File: config.mk
export PLATFORM = sky130hd
export DESIGN_NAME = pipe_stage_buffer
export DESIGN_NICKNAME = d
export VERILOG_FILES = /design/src/rtl/pipe_stage_buffer_pkg.sv /design/src/rtl/pipe_stage_buffer_wrap_counter.sv /design/src/rtl/pipe_stage_buffer.sv
export SDC_FILE = /design/constraint.sdc
export NUM_CORES = 1
export LEC_CHECK = 0
export ABC_AREA = 1
export CAP_MARGIN = 20
export CORE_MARGIN = 2
export CORE_UTILIZATION = 54
export DETAILED_ROUTE_END_ITERATION = 8
export PLACE_DENSITY_LB_ADDON = 0.25
export SYNTH_ARGS = -nofsm -noshare
export SYNTH_HDL_FRONTEND = slang
export SYNTH_SLANG_ARGS = --single-unit
File: constraint.sdc
create_clock -name clk -period 2.1 [get_ports clk]
set_input_delay 0.42 -clock clk [delete_from_list [all_inputs] [get_ports clk]]
set_output_delay 0.42 -clock clk [all_outputs]
set_load 0.005 [all_outputs]
File: src/rtl/pipe_stage_buffer_pkg.sv
// Shared pipeline types: stage payload structs, pipeline control bundle and
// the sizing limits used by the elastic stage buffers.
package pipe_stage_buffer_pkg;

  // Largest entry count a stage buffer may be built with.
  localparam int PIPE_BUF_MAX_DEPTH = 8;

  // Per-stage control: flush squashes in-flight work, stall holds it.
  typedef struct packed {
    logic flush;
    logic stall;
  } pipe_ctrl_t;

  // Decode -> Execute payload; 64 bits so it drops into the default WIDTH.
  typedef struct packed {
    logic [31:0] pc;
    logic [19:0] imm;
    logic [4:0]  rd;
    logic [3:0]  alu_op;
    logic        reg_write;
    logic        mem_read;
    logic        mem_write;
  } execute_stage_pipe_reg_t;

  // Width of an index into a DEPTH-entry array; a single entry still needs one bit.
  function automatic int ptr_width(input int depth);
    return (depth > 1) ? $clog2(depth) : 1;
  endfunction

endpackage

File: src/rtl/pipe_stage_buffer_wrap_counter.sv
// Modulo-MAX pointer counter: counts 0..MAX-1 and wraps by explicit compare,
// so MAX need not be a power of two. clear wins over inc.
module wrap_counter
  import pipe_stage_buffer_pkg::*;
#(
  parameter  int MAX = 2,
  localparam int W   = ptr_width(MAX)
) (
  input  logic         clk,
  input  logic         rstn,
  input  logic         inc,
  input  logic         clear,
  output logic [W-1:0] value
);

  localparam logic [W-1:0] LAST = W'(MAX - 1);

  // Pointer register: reset/clear to zero, otherwise advance and wrap at LAST.
  always_ff @(posedge clk or negedge rstn) begin
    if (!rstn) begin
      value <= '0;
    end else if (clear) begin
      value <= '0;
    end else if (inc) begin
      if (value == LAST) begin
        value <= '0;
      end else begin
        value <= value + W'(1);
      end
    end
  end

endmodule

File: src/rtl/pipe_stage_buffer.sv
// Elastic pipeline register between two core stages. Holds up to DEPTH
// payloads of WIDTH bits behind a valid/ready handshake. out_data always
// comes straight from storage, so there is never a combinational path from
// in_data to out_data. flush_i squashes everything buffered plus this
// cycle's input and hides the head from downstream in the same cycle.
module pipe_stage_buffer
  import pipe_stage_buffer_pkg::*;
#(
  parameter  int WIDTH      = 64,
  parameter  int DEPTH      = 2,
  parameter  int READY_PASS = 1,
  localparam int CNT_W      = $clog2(DEPTH + 1)
) (
  input  logic             clk,
  input  logic             rstn,
  input  logic             flush_i,
  input  logic             in_valid,
  output logic             in_ready,
  input  logic [WIDTH-1:0] in_data,
  output logic             out_valid,
  input  logic             out_ready,
  output logic [WIDTH-1:0] out_data,
  output logic [CNT_W-1:0] count
);

  localparam int               PTR_W    = ptr_width(DEPTH);
  localparam logic [CNT_W-1:0] FULL_CNT = CNT_W'(DEPTH);
  localparam bit               PASS     = (READY_PASS != 0);

  if (DEPTH < 1 || DEPTH > PIPE_BUF_MAX_DEPTH) begin : g_bad_depth
    $error("pipe_stage_buffer: DEPTH=%0d outside 1..%0d", DEPTH, PIPE_BUF_MAX_DEPTH);
  end
  if (WIDTH < 1) begin : g_bad_width
    $error("pipe_stage_buffer: WIDTH=%0d must be at least 1", WIDTH);
  end

  pipe_ctrl_t       ctrl;
  logic             enq;
  logic             deq;
  logic             full;
  logic             empty;
  logic [PTR_W-1:0] rd_ptr;
  logic [PTR_W-1:0] wr_ptr;
  logic [CNT_W-1:0] count_q;
  logic [WIDTH-1:0] mem [DEPTH];

  // Handshake decode: a full buffer only takes new data when READY_PASS lets
  // the consumer free the head slot in the same cycle.
  always_comb begin
    ctrl       = '0;
    ctrl.flush = flush_i;
    ctrl.stall = ~out_ready;
    full       = (count_q == FULL_CNT);
    empty      = (count_q == '0);
    in_ready   = ~ctrl.flush & (~full | (PASS & ~ctrl.stall));
    out_valid  = ~empty & ~ctrl.flush;
    enq        = in_valid & in_ready;
    deq        = out_valid & out_ready;
  end

  assign out_data = mem[rd_ptr];
  assign count    = count_q;

  wrap_counter #(.MAX(DEPTH)) u_wr_ptr (
    .clk   (clk),
    .rstn  (rstn),
    .inc   (enq),
    .clear (flush_i),
    .value (wr_ptr)
  );

  wrap_counter #(.MAX(DEPTH)) u_rd_ptr (
    .clk   (clk),
    .rstn  (rstn),
    .inc   (deq),
    .clear (flush_i),
    .value (rd_ptr)
  );

  // Payload storage: written at the tail on enqueue; left untouched by flush.
  always_ff @(posedge clk or negedge rstn) begin
    if (!rstn) begin
      for (int i = 0; i < DEPTH; i++) begin
        mem[i] <= '0;
      end
    end else if (enq) begin
      mem[wr_ptr] <= in_data;
    end
  end

  // Occupancy: simultaneous enqueue and dequeue leave it unchanged.
  always_ff @(posedge clk or negedge rstn) begin
    if (!rstn) begin
      count_q <= '0;
    end else if (flush_i) begin
      count_q <= '0;
    end else begin
      case ({enq, deq})
        2'b10:   count_q <= count_q + CNT_W'(1);
        2'b01:   count_q <= count_q - CNT_W'(1);
        default: count_q <= count_q;
      endcase
    end
  end

  a_count_bound : assert property (@(posedge clk) disable iff (!rstn)
    count_q <= FULL_CNT);

  a_no_overflow : assert property (@(posedge clk) disable iff (!rstn)
    !(enq && full && !deq));

endmodule

==> implementation parameters <==
Parameter                              Value

Outcome
  Status    finished with violations
  Failing checks    setup timing

Final layout
  Diode insertion count for antenna repair    0
  Share of post-route cells with drive strength above 1    0.2315
  Final Non-Filler Cells    1030
  Syn-to-layout area delta    42.31%
  Net count of the finished layout    946

Clock tree
  Clock root buffer master    clkbuf_8
  Total number of H-tree levels    4
  Sink count of the clock tree    132
  Number of buffers inserted during clock tree synthesis    17
  Clock tree from TritonCTS    done
  Number of buffers on the longest clock path    2
  Post-CTS clock slew at the launch and capture registers of the worst setup and hold paths    60 ps
  Clock latency at the later pin of the worst-skew pair    520 ps

STA
  Worst hold slack after final layout    361.6 ps
  Final hold viol count    0
  Final worst-path setup slack    -22.87 ps
  Final setup skew    9.191 ps
  Final setup violation count    3
  Number of pins with negative max-slew slack in the final report    0
  Pin slew with the least headroom to its limit    375.4 ps
  Final critical-path required period    2123 ps
  Setup repair after global routing missed its margin    yes
  Peak clock frequency supported by timing    471.1 MHz
  Max-slew headroom at the worst pin    0.7497
  Ratio of final minimum period to clock period    1.011

GRT
  Maximum number of pins on one net before global-route repair    86
  First-pass GRT wire length    27.64 mm
  Number of antenna violations at the first check in global routing    0
  Vias in the first global route    5879
  Total GRT Usage    0.3037
  Total global routing overflow    0

Worst setup path
  Worst Path Max Fanout    8
  Most numerous cell on the critical path    buf_12
  Class of the most critical setup path    reg -> out
  Crit path buffers/inverters    4
  Family with the most delay on the worst path    buffers and inverters
  Worst Setup End Kind    primary output
  Critical path data arrival time    1700 ps
  Slowest cell on the critical path    dfrtp_4
  End of the worst register-to-register path    mem[124]$_DFFE_PN0P_
  Crit path launch type    flip-flop
  Logic depth of the worst register-to-register path    7
  Setup slack of the most critical reg-to-reg path    500 ps
  Data required time at the worst endpoint    1680 ps
  Series of cell instances along the critical path    buf_12 > buf_12 > buf_6 > nand2_2 > o21ai_2 > buf_2
  Worst reg2reg path startpoint    count[0]$_DFFE_PN0P_
  Delay of the slowest cell on the worst path    510 ps

Placement
  Placed Instances    977
  Worst setup slack before clock tree synthesis    -55.04 ps
  GP Congestion    0.8289
  HPWL after detailed placement    9.529 mm
  Port Buffers    136

Floorplanning
  Area of the core region    10750 sq um
  Total die area    11740 sq um
  Overall die width    108.3 um
  Die Y    108.3 um
  # rows    38
  Boundary Pins    137
  Initial Util    0.5472

Synthesis
  Synth Net Count    797
  Synthesized area per cell    8.076 sq um
  Mapped cell area    5879 sq um
  Largest area contributor in the netlist    dfrtp_1
  Count of different cell masters after synthesis    17
  Number of storage elements in the synthesis netlist    132
  Top cells by area in the synthesized netlist    dfrtp_1 (56%), nand2_1 (17%), o21ai_0 (14%)
  Synth warnings    0
  Sequential-to-total area share from yosys stat    0.5618
  Area share of the largest cell type after synthesis    0.5618
  Cells after Synth    728

Drt
  Post-route ant nets    0
  Total wirelength of the detailed-routed design    17.24 mm
  Count of unresolved DRC violations after routing    0
  Detailed-route vias per instance    5.597
  First-iteration detailed-routing DRC count    354
  Wirelength per Cell    16.74 um
  Via count    5765
  First-pass DRT Iterations    5

Power and ir drop
  Worst supply voltage drop on vdd    741.6 uV
  Lkg Pwr    4.006 nW
  PD cells    1192 nW/um^2

Run
  Max Cap Viol    0

Hold path
  Hold WC Path Type    in -> async
[stage by stage]
step / area (sq um) / power, mW / setup TNS (ps) / utilization
global route: 8367 / 10.55 / -210.1 / 0.7786
detailed placement: 7446 / 6.750 / -129.6 / 0.6929
finish: 8367 / 9.970 / -41.78 / 0.7786
global placement: 7446 / 6.609 / -56.89 / 0.6929
floorplan: 5879 / 5.060 / 0 / -
CTS: 8348 / 9.818 / -667.3 / 0.7769
[cell usage after synthesis]
| cell | number |
|---|---|
| a21oi_1 | 2 |
| buf_2 | 12 |
| buf_4 | 9 |
| clkbuf_1 | 27 |
| dfrtp_1 | 132 |
| inv_1 | 71 |
| inv_2 | 1 |
| nand2_1 | 268 |
| nand3_1 | 3 |
| nand3_2 | 1 |
| nand3_4 | 1 |
| nand4_1 | 1 |
| nor2_1 | 3 |
| nor2_4 | 2 |
| o21ai_0 | 169 |
| o21ai_1 | 25 |
| o21bai_1 | 1 |
[routing by layer]
metal  vias to the layer above  GRT usage  wire length [um]
met5                         -          0                 0
met4                         0     0.1548               641
met3                        66    0.06389              1179
met2                       297     0.5225              8970
met1                      2791     0.3607              6450
li1                       2611          -                 -
[placed cells by master, fill, tap and decap left out]
cell and instances:
clkinv_4 2, clkdlybuf4s50_1 68, buf_16 7, buf_4 16, clkbuf_16 17, clkbuf_8 3, o21ai_0 105, dfrtp_1 130
nand3_4 1, nand3_1 3, a21oi_1 1, dfrtp_4 1, o21ai_2 36, buf_8 1, inv_1 70, nand3_2 1
nor2_1 3, dlygate4sd2_1 4, nand4_1 1, a21oi_2 1, buf_6 5, bufinv_16 1, o21bai_1 1, nand2_2 14
inv_2 2, clkbuf_2 4, dfrtp_2 1, nand2_4 2, dlygate4sd3_1 1, o21ai_1 45, buf_12 13, clkinvlp_4 5
nor2_4 2, o21ai_4 8, clkinv_2 5, nand2_1 252, buf_2 58
[cell type report]
type	count	area (sq um)
clock inverter	13	110.1
clock buffer	19	441.7
timing repair buffer	178	1705
multi-input combinational	476	2356
inverter	72	270.3
sequential	132	3308
tap	140	175.2
fill	692	2379
[worst max path at each step]
stage	startpoint	end	slack (ps)	depth (start not counted)
5_1_grt	u_rd_ptr.value$_DFFE_PN0P_	out_data[33]	-60	6
3_3_place_gp	out_ready	in_ready	-50	6
4_1_cts	u_rd_ptr.value$_DFFE_PN0P_	out_data[4]	-110	5
3_5_place_dp	out_ready	in_ready	-60	6
2_1_floorplan	u_rd_ptr.value$_DFFE_PN0P_	out_data[0]	640	4
6_report	u_rd_ptr.value$_DFFE_PN0P_	out_data[33]	-20	6
[power breakdown]
| group | internal, mW | switching (mW) | total [mW] |
|---|---|---|---|
| Sequential | 3.40 | 0.417 | 3.82 |
| Clock | 1.62 | 1.11 | 2.73 |
| Combinational | 1.57 | 1.85 | 3.42 |
| Total | 6.59 | 3.38 | 9.97 |
[repair_timing]
action                     in CTS  in global routing
gates resized for setup       382                 35
hold buffers                    1                  0
hold endpoints to repair       24                  0
setup endpoints to repair      66                 30
cloned                          7                  1
pin swaps                       4                  4
setup buffers                  11                  1
[registers in the layout, indices dropped and copies added, names as in the netlist]
name and flops:
mem 128, u_wr_ptr.value 1, count 2, u_rd_ptr.value 1
[cells by family (layout without fill, tap and decap cells)]
kind of cell | after synthesis | after routing | synth area share
AND/OR/NAND/NOR | 279 | 279 | 0.1851
AO/OA/AOI/OAI | 197 | 197 | 0.1681
flip-flops | 132 | 132 | 0.5618
buffers and inverters | 120 | 282 | 0.08491
(Power assumes the default switching activity.)
